`config.mk`:
```
export PLATFORM = sky130hd
export DESIGN_NAME = pipe_stage_skid
export DESIGN_NICKNAME = d
export VERILOG_FILES = /design/src/rtl/pipe_pkg.sv /design/src/rtl/pipe_slot.sv /design/src/rtl/pipe_stage_skid.sv
export SDC_FILE = /design/constraint.sdc
export NUM_CORES = 1
export LEC_CHECK = 0
export ABC_AREA = 1
export BUFFER_PORTS_ARGS = -buffer_cell sky130_fd_sc_hd__buf_2
export CORE_ASPECT_RATIO = 0.8
export CORE_UTILIZATION = 55
export CTS_CLUSTER_SIZE = 10
export DETAILED_ROUTE_END_ITERATION = 7
export GPL_ROUTABILITY_DRIVEN = 0
export GPL_TIMING_DRIVEN = 0
export HOLD_SLACK_MARGIN = 0.02
export PLACE_DENSITY = 0.91
export REMOVE_ABC_BUFFERS = 1
export SYNTH_ARGS = -nofsm -noshare
export SYNTH_HDL_FRONTEND = slang
export SYNTH_SLANG_ARGS = --single-unit
```
`constraint.sdc`:
```
create_clock -name clk_i -period 1.35 [get_ports clk_i]
set_input_delay 0.135 -clock clk_i [delete_from_list [all_inputs] [get_ports clk_i]]
set_output_delay 0.135 -clock clk_i [all_outputs]
set_load 0.05 [all_outputs]
```
`src/rtl/pipe_pkg.sv`:
```
// rtl/pipe_pkg.sv - shared widths and write-back bit indices for pipeline stage registers
package pipe_pkg;

    localparam int WB_W      = 2;
    localparam int REG_IDX_W = 5;
    localparam int XLEN      = 32;

    // bit positions inside the write-back control bundle
    localparam int WB_REGWRITE = 1;
    localparam int WB_MEMTOREG = 0;

endpackage

```
`src/rtl/pipe_slot.sv`:
```
// rtl/pipe_slot.sv - one valid flag plus payload register with load, drop and clear enables
module pipe_slot #(
    parameter int W = 8
) (
    input  logic         clk_i,
    input  logic         rst_i,
    input  logic         load_i,
    input  logic         drop_i,
    input  logic         clear_i,
    input  logic [W-1:0] din_i,
    output logic         valid_o,
    output logic [W-1:0] dout_o
);

    // clear zeroes the payload, drop only invalidates it so the last payload stays visible
    always_ff @(posedge clk_i) begin
        if (rst_i || clear_i) begin
            valid_o <= 1'b0;
            dout_o  <= '0;
        end else if (load_i) begin
            valid_o <= 1'b1;
            dout_o  <= din_i;
        end else if (drop_i) begin
            valid_o <= 1'b0;
        end
    end

endmodule

```
`src/rtl/pipe_stage_skid.sv`:
```
// rtl/pipe_stage_skid.sv - inter-stage pipeline register with 2-entry skid buffer and flush
module pipe_stage_skid
    import pipe_pkg::*;
#(
    parameter int WB_W    = pipe_pkg::WB_W,
    parameter int ADDR_W  = pipe_pkg::XLEN,
    parameter int DATA_W  = pipe_pkg::XLEN,
    parameter int RD_W    = pipe_pkg::REG_IDX_W,
    parameter bit GATE_WB = 1'b1
) (
    input  logic              clk_i,
    input  logic              rst_i,
    input  logic              flush_i,
    input  logic              in_valid_i,
    output logic              in_ready_o,
    input  logic [WB_W-1:0]   WB_i,
    input  logic [ADDR_W-1:0] addr_i,
    input  logic [DATA_W-1:0] data_i,
    input  logic [RD_W-1:0]   rd_i,
    output logic              out_valid_o,
    input  logic              out_ready_i,
    output logic [WB_W-1:0]   WB_o,
    output logic [ADDR_W-1:0] addr_o,
    output logic [DATA_W-1:0] data_o,
    output logic [RD_W-1:0]   rd_o
);

    localparam int PW = WB_W + ADDR_W + DATA_W + RD_W;

    logic          main_valid;
    logic          skid_valid;
    logic [PW-1:0] main_q;
    logic [PW-1:0] skid_q;
    logic [PW-1:0] in_payload;
    logic [PW-1:0] main_d;
    logic [WB_W-1:0] wb_main;

    logic accept;
    logic main_adv;
    logic main_load;
    logic main_drop;
    logic skid_load;
    logic skid_drop;

    assign in_payload = {WB_i, addr_i, data_i, rd_i};

    // ready depends only on the registered skid flag, so no combinational path from out_ready_i
    assign in_ready_o = !skid_valid;
    assign accept     = in_valid_i && in_ready_o;
    assign main_adv   = !main_valid || out_ready_i;

    // main refills from skid first to keep FIFO order; otherwise from the input
    always_comb begin
        main_load = 1'b0;
        main_drop = 1'b0;
        main_d    = in_payload;
        skid_load = 1'b0;
        skid_drop = 1'b0;
        if (main_adv) begin
            if (skid_valid) begin
                main_load = 1'b1;
                main_d    = skid_q;
                skid_drop = 1'b1;
            end else if (accept) begin
                main_load = 1'b1;
            end else begin
                main_drop = 1'b1;
            end
        end else if (accept) begin
            skid_load = 1'b1;
        end
    end

    pipe_slot #(.W(PW)) u_main (
        .clk_i   (clk_i),
        .rst_i   (rst_i),
        .load_i  (main_load),
        .drop_i  (main_drop),
        .clear_i (flush_i),
        .din_i   (main_d),
        .valid_o (main_valid),
        .dout_o  (main_q)
    );

    pipe_slot #(.W(PW)) u_skid (
        .clk_i   (clk_i),
        .rst_i   (rst_i),
        .load_i  (skid_load),
        .drop_i  (skid_drop),
        .clear_i (flush_i),
        .din_i   (in_payload),
        .valid_o (skid_valid),
        .dout_o  (skid_q)
    );

    assign {wb_main, addr_o, data_o, rd_o} = main_q;
    assign out_valid_o = main_valid;
    assign WB_o        = (GATE_WB && !main_valid) ? '0 : wb_main;

endmodule

```
# After elaboration in Yosys (flattened, before gate mapping)
# Cells that the tools add are included.
[totals] register_bits=144 latch_bits=0 ramBits=0 rom_bits=0 out_inout_bits=73 wordCells=27 memories=0
[op_classes] addsub=0 n_mul=0 div=0 n_lt_le_gt_ge=0 n_eq_ne=0 shift=0 mux=16 n_bitwise=0 n_reduce_logical=7
[ops] op="71-bit two-way mux" count=2
[ops] op="1-bit two-way mux" count=13
[ops] op="2-bit nonzero test" count=2
[ops] op="1-bit zero test" count=2
[ops] op="1-bit logical OR" count=2
[ops] op="2-bit two-way mux" count=1
[ops] op="1-bit logical AND" count=1

# Depth between registers and ports, before layout
# Gate-level depths: netlist of the first run.
[logic_depth] ltp_word=7 ltp_mapped=8 depth_no_buf=7

# Modules after synthesis
# Synthesis of the first run repeated with hierarchy kept, for this count alone.
[unflattened] hier_cells=878 hier_area_um2=6592.6
[by_module_without_submodules] mod="pipe_slot" n_inst=2 cells_each=314 area_per_inst_um2=2760.1 seq_area_each_um2=1441.4
[by_module_without_submodules] mod="pipe_stage_skid" n_inst=1 cells_each=250 area_per_inst_um2=1072.3 seq_area_each_um2=0.0

# Least setup slack after synthesis of the first run
# OpenSTA, ideal clock, no wires.
[synth_path] kind="register -> register" from="reg u_main.valid_o" to="reg u_main.dout_o[20]" setup_ns=0.117 t_arrival_ns=1.363 slack_ns=-0.130 path_stages_with_launch=7 synth_period_minus_slack_ns=1.480 path_cell_list="dfxtp_1 -> nand2_2 -> nand2_1 -> buf_2 -> nand2_1 -> nand2_1 -> a21oi_2"
[synth_between] elab_chain_len=3
[synth_rtl] element="start: declaration" line="pipe_slot.sv:11" text="output logic valid_o,"
[synth_rtl] element="start signal: assignment" line="pipe_slot.sv:18" text="valid_o <= 1'b0;"
[synth_rtl] element="start signal: assignment" line="pipe_slot.sv:21" text="valid_o <= 1'b1;"
[synth_rtl] element="start signal: assignment" line="pipe_slot.sv:24" text="valid_o <= 1'b0;"
[synth_rtl] element="1-bit zero test (*)"
[synth_rtl] element="1-bit logical OR (*)" line="pipe_stage_skid.sv:50" text="assign main_adv = !main_valid || out_ready_i;"
[synth_rtl] element="71-bit two-way mux or 1-bit two-way mux (tied branches)" line="pipe_stage_skid.sv:59" text="if (main_adv) begin"
[synth_rtl] element="end signal: assignment" line="pipe_slot.sv:22" text="dout_o <= din_i;"
[synth_rtl] element="end: declaration" line="pipe_slot.sv:12" text="output logic [W-1:0] dout_o"
# Mark *: on every way between the ends. The rest lies on a longest branch, timed or not.
# A chain may end at the register's enable or synchronous reset.

# Worst setup path after layout of the first run
[layout_path] from="reg u_skid.valid_o" to="reg u_skid.dout_o[13]"
[layout_between] elab_chain_len=4
[layout_rtl] element="start: declaration" line="pipe_slot.sv:11"
[layout_rtl] element="start signal: assignment" line="pipe_slot.sv:18"
[layout_rtl] element="start signal: assignment" line="pipe_slot.sv:21"
[layout_rtl] element="start signal: assignment" line="pipe_slot.sv:24"
[layout_rtl] element="1-bit zero test" line="pipe_stage_skid.sv:48" text="assign in_ready_o = !skid_valid;"
[layout_rtl] element="1-bit logical AND" line="pipe_stage_skid.sv:49" text="assign accept = in_valid_i && in_ready_o;"
[layout_rtl] element="1-bit two-way mux" line="pipe_stage_skid.sv:69" text="end else if (accept) begin"
[layout_rtl] element="1-bit two-way mux" line="pipe_stage_skid.sv:59"
[layout_rtl] element="end signal: assignment" line="pipe_slot.sv:22"
[layout_rtl] element="end: declaration" line="pipe_slot.sv:12"
# Every way passes these cells.

==> results of run 1 <==
-- worst paths after layout --
kind / to / startpoint
max: u_skid.dout_o[13] / u_skid.valid_o
min: u_skid.dout_o[36] / data_i[31]
max reg2reg: u_skid.dout_o[13] / u_skid.valid_o
min reg2reg: u_skid.dout_o[22] / u_skid.dout_o[22]
-- final cells by class --
class / instances / area [µm²]
inverter: 150 / 658
sequential: 144 / 2890
timing repair inverter: 10 / 166
tap: 175 / 219
clock buffer: 22 / 454
fill: 862 / 2930
multi-input combinational: 662 / 3390
clock inverter: 10 / 113
timing repair buffer: 254 / 2050
-- synth_stat cells, drive strengths merged --
master / count
inv: 150
dfxtp: 144
o21ai: 71
nand2: 294
buf: 104
clkbuf: 22
or2: 71
a21oi: 71
nor2: 145
-- per-stage QoR --
stage                     instances  total power [mW]  utilization (%)  area [µm²]
after floorplan                 946              5.41                -        6390
after global placement         1269              5.76             57.1        7350
after detailed placement       1274              5.82             58.0        7460
after CTS                      1392              10.6             70.9        9130
after global routing           1427              11.3             77.2        9940
final                          1427              11.0             77.2        9940
-- repair_timing --
item,in CTS,in global routing
hold endpoints to repair,65,0
gates cloned,14,14
endpoints found under the setup margin,145,116
pin swaps,8,43
setup buffers,7,21
gates resized for setup,53,93
hold buffers,65,0
-- logic make-up after synthesis --
kind of cell / Yosys count
AOI/OAI and AO/OA: 142
buffers and inverters: 276
and+or+nand+nor: 510
DFF: 144
-- power by group --
part	leakage, nW	internal, mW	switching, mW	total (mW)
logic	3.36	0.695	1.24	1.93
registers	1.17	4.37	0.0716	4.44
clock network	0.274	2.76	1.85	4.61
-- registers in the layout (all words and copies together) (netlist names) --
name	flops
u_main.dout_o	71
u_skid.valid_o	1
u_skid.dout_o	71
u_main.valid_o	1
-- routing by layer --
metal	global-route usage (%)	wire length, µm	vias to the layer above
li1	-	-	3470
met1	40.0	10200	3310
met2	56.8	12300	458
met3	7.68	2220	85
met4	13.7	1000	0
met5	0	0	-
-- critical path: cells and delay by family (launching register included) --
kind                   cells  cell delay [ns]
AOI/OAI and AO/OA          1             0.29
buffers and inverters      2             0.32
DFF                        1             0.36
and+or+nand+nor            3             0.34
==> qor.yml, run 1 <==
status: "complete, but fails checks"
violations: "DRC, setup timing"
setup_ws_ns: -0.110
grt_usage_pct: 33.3
overflow: 0
synth_top_family_by_area: "simple AND/OR/NAND/NOR gates"
synth-compound-area-share_pct: 11.4
first_pass_iters: 7
synth_top_area_cell: "dfxtp_1"
synth_top_area_share_pct: 39.8
cp.required_ns: 1.64
whs_ns: 0.0219
tritoncts: "built"
synth-simple-area-share_pct: 29.3
synth.area.mux_share_pct: 0
crit_fanout: 18
netlist_area_um2: 7240
slew_headroom_pct: 61.6
grt_first_pass_wirelength_mm: 34.1
pre_cts_ws_ns: -1.46
worstHoldPathCells: 3
finClkSkew_ns: 0.0102
die_x_um: 130
cts_root_buffer: "clkbuf_16"
core_um2: 12900
ys_seq_area_share_pct: 39.8
floorplan.initialDensity_pct: 56.2
cts_buffer_depth: 2
wl_per_cell_um: 18.0
htree_levels: 4
nets: 1315
slowest_delay_ns: 0.36
drc_errors: 2
end_kind: "flop"
hp-class: "in -> reg"
ios: 149
portBuffers: 148
setup_viol: 28
finalCritPeriodShare_pct: 108
drt_iter0_markers: 792
synth-seq-cells: 144
synthTopCellsByArea: "dfxtp_1 40%, nand2_1 15%, buf_4 7.9%, inv_1 7.6%, nor2_1 7.5%"
yosysUniqueCellTypes: 18
worst_pin_slew_ns: 0.575
fp.dieH_um: 105
synth_xor_area_share_pct: 0
clkTransAtPathRegs_ns: 0.06
cp-start-kind: "flop"
min_period_ns: 1.46
layout_common_cells: "274 x nand2_1, 146 x inv_1, 146 x buf_2"
drv_slew: 0
vias: 7323
drv_cap: 0
power.density_nw_per_um2: 1110
finalWirelength_mm: 25.7
crit_chain: "buf_8 -> nor2_4 -> buf_8 -> nand2_8 -> o21ai_0 -> nor2_1"
cts_num_sinks: 144
syn2layout_area_growth_pct: 37.3
crit_type: "reg -> reg"
cp_common_cell: "buf_8"
grt_pass1_vias: 6654
max_clock_freq_mhz: 685
synthAdderAreaFrac_pct: 0
worst_r2r_path_depth: 6
layout_commonest_cell: "nand2_1"
cts_buffers: 17
rows: 37
hold_violations: 0
grt_max_degree: 48
leakage_nw: 4.80
drive_gt1_share_pct: 32.1
avgViaCountPerCell: 5.13
diodes: 0
critPathSlowestCell: "dfxtp_4"
rsz0062_at_grt: "yes"
ant_nets: 0
r2r_slack_ns: -0.11
dp_hpwl_mm: 9.01
ys_warn_count: 0
ir_drop_uv: 1090
antenna_found_initial: 0
tns_ns: -0.647
clock_latency_ns: 0.42
cp.arrival_ns: 1.75
dieArea_um2: 13600
postSynthCellCount: 1072
avgSynthCellArea_um2: 6.75
(Power assumes the default switching activity.)
==> run 2, diff against run 1 <==
--- a/config.mk
+++ b/config.mk
@@ -8,14 +8,16 @@
 export ABC_AREA = 1
 export BUFFER_PORTS_ARGS = -buffer_cell sky130_fd_sc_hd__buf_2
 export CORE_ASPECT_RATIO = 0.8
-export CORE_UTILIZATION = 55
+export CORE_UTILIZATION = 50
+export CTS_BUF_LIST = sky130_fd_sc_hd__clkbuf_16
 export CTS_CLUSTER_SIZE = 10
 export DETAILED_ROUTE_END_ITERATION = 7
 export GPL_ROUTABILITY_DRIVEN = 0
 export GPL_TIMING_DRIVEN = 0
 export HOLD_SLACK_MARGIN = 0.02
-export PLACE_DENSITY = 0.91
+export PLACE_DENSITY = 0.88
 export REMOVE_ABC_BUFFERS = 1
+export SKIP_CTS_REPAIR_TIMING = 1
 export SYNTH_ARGS = -nofsm -noshare
 export SYNTH_HDL_FRONTEND = slang
 export SYNTH_SLANG_ARGS = --single-unit
==> constraint.sdc (replaced) <==
create_clock -name clk_i -period 1.3 [get_ports clk_i]
set_input_delay 0.13 -clock clk_i [delete_from_list [all_inputs] [get_ports clk_i]]
set_output_delay 0.13 -clock clk_i [all_outputs]
set_load 0.05 [all_outputs]
==> run 2 against run 1 <==
Net effect: the flow finishes with violations (hold timing, setup timing); final cell count barely moved; fmax fell by 5.7%; critical path depth rose by 1; first-iteration DRC count fell by 21%; via count rose by 1.5%; wire length rose by 8.5%; core utilization fell by 3.7 points; combinational power rose by 8%; count of clock-buffer cells in the layout fell by 5.
==> qor.yml, run 2 (same netlist as run 1, synthesis figures left out) <==
fillers: 983
cts_buffers: 17
worstHoldPathCells: 3
placed_area_um2: 7460
grt_first_pass_wirelength_mm: 24.8
cts_root_buffer: "clkbuf_16"
cts_buffer_depth: 2
end_kind: "flop"
drt_iter0_markers: 622
power.density_nw_per_um2: 1160
leakage_nw: 4.91
setup_viol: 142
slew_headroom_pct: 60.4
violations: "hold timing, setup timing"
layout_common_cells: "255 x nand2_1, 149 x inv_1, 145 x buf_2"
tritoncts: "built"
nets: 1310
overflow: 0
cp.arrival_ns: 1.89
grt_usage_pct: 21.2
first_pass_iters: 7
drv_slew: 0
wl_per_cell_um: 19.6
clkTransAtPathRegs_ns: 0.07
rows: 38
antenna_found_initial: 0
cp.required_ns: 1.64
cp-start-kind: "flop"
dp_hpwl_mm: 9.03
dieArea_um2: 15000
drive_gt1_share_pct: 36.2
hold_violations: 3
cts_num_sinks: 144
drc_errors: 0
crit_fanout: 9
worst_pin_slew_ns: 0.593
post-route-util_pct: 73.5
fp.dieH_um: 110
rsz0062_at_grt: "yes"
grt_max_degree: 74
portBuffers: 148
setup_ws_ns: -0.248
worst_r2r_path_depth: 7
htree_levels: 4
layout_commonest_cell: "nand2_1"
clock_latency_ns: 0.42
die_x_um: 137
hp-class: "in -> reg"
status: "complete, but fails checks"
min_period_ns: 1.55
grt_pass1_vias: 5318
finalWirelength_mm: 27.9
drv_cap: 0
floorplan.initialDensity_pct: 52.3
whs_ns: -0.0375
finalCritPeriodShare_pct: 119
top_regs: "u_main.dout_o (71), u_skid.dout_o (71)"
avgViaCountPerCell: 5.21
finClkSkew_ns: 0.0100
core_um2: 13800
final_design_area_no_fill_um2: 10200
ant_nets: 0
syn2layout_area_growth_pct: 40.6
crit_type: "reg -> reg"
vias: 7435
max_clock_freq_mhz: 646
ios: 149
ir_drop_uv: 931
run 2: cell count changes in the layout (fill, tap and decap cells not counted), moves of 4 or more:
cell           previous run  this run
a21oi_2                  57        49
clkbuf_1                  4         0
nand2_1                 274       255
nor2_1                  139       105
nand2_2                  15        26
inv_6                     1         5
a21oi_4                   4         0
clkinv_2                  4         0
nor2_2                    4        19
dlygate4sd3_1            65        52
nand2_4                   2        14
a21oi_1                  10        22
nor2_4                    2        21
run 2: cell type report:
cell class / instances / area (µm²) / area share, %
clock buffer: 17 / 425 / 4.18
tap: 180 / 225 / 2.21
sequential: 144 / 2890 / 28.4
timing repair inverter: 13 / 206 / 2.03
multi-input combinational: 668 / 3670 / 36.1
clock inverter: 15 / 170 / 1.67
antenna: 1 / 2.50 / 0.0246
timing repair buffer: 240 / 1930 / 19.0
inverter: 150 / 649 / 6.38
run 2: per-stage QoR:
| step | hold slack (ns) | total power [mW] | TNS (ns) | worst slack (ns) | instances |
|---|---|---|---|---|---|
| 4_1_cts | -0.0346 | 11.0 | -176.09 | -1.76 | 1310 |
| 6_report | -0.0375 | 11.8 | -15.42 | -0.248 | 1428 |
| 3_3_place_gp | 0.392 | 6.00 | -264.43 | -2.10 | 1274 |
| 3_5_place_dp | 0.401 | 6.05 | -173.05 | -1.74 | 1278 |
| 2_1_floorplan | 0.297 | 5.62 | -114.39 | -1.05 | 946 |
| 5_1_grt | 0.0188 | 12.1 | -20.17 | -0.278 | 1427 |
run 2: worst paths after layout:
path	startpoint	to	slack [ns]
setup / recovery	u_skid.valid_o	u_main.dout_o[39]	-0.25
hold / removal	addr_i[3]	u_skid.dout_o[40]	-0.04
setup reg to reg	u_skid.valid_o	u_main.dout_o[39]	-0.25
hold reg to reg	u_skid.dout_o[27]	u_skid.dout_o[27]	0.48
run 2: layer usage:
metal | up-vias | share of wire, % | routed length, µm | track usage, %
met5 | - | 0 | 0 | 0
li1 | 3471 | - | - | -
met2 | 473 | 46 | 12700 | 35.3
met4 | 0 | 4.4 | 1220 | 5.63
met1 | 3376 | 39 | 10900 | 25.7
met3 | 115 | 11 | 3060 | 7.65
run 2: critical path, stage by stage, from the launching register on:
cell	delay (ns)
dfxtp_4	0.53
clkinv_16	0.13
nand2_8	0.16
buf_12	0.13
nand2_4	0.15
nand2_1	0.13
nand2_1	0.08
a21oi_1	0.14
run 2: power breakdown:
group          switching [mW]  total, mW  internal [mW]
logic                    1.34       2.08          0.741
registers              0.0770       4.61           4.54
clock network            2.05       5.06           3.01
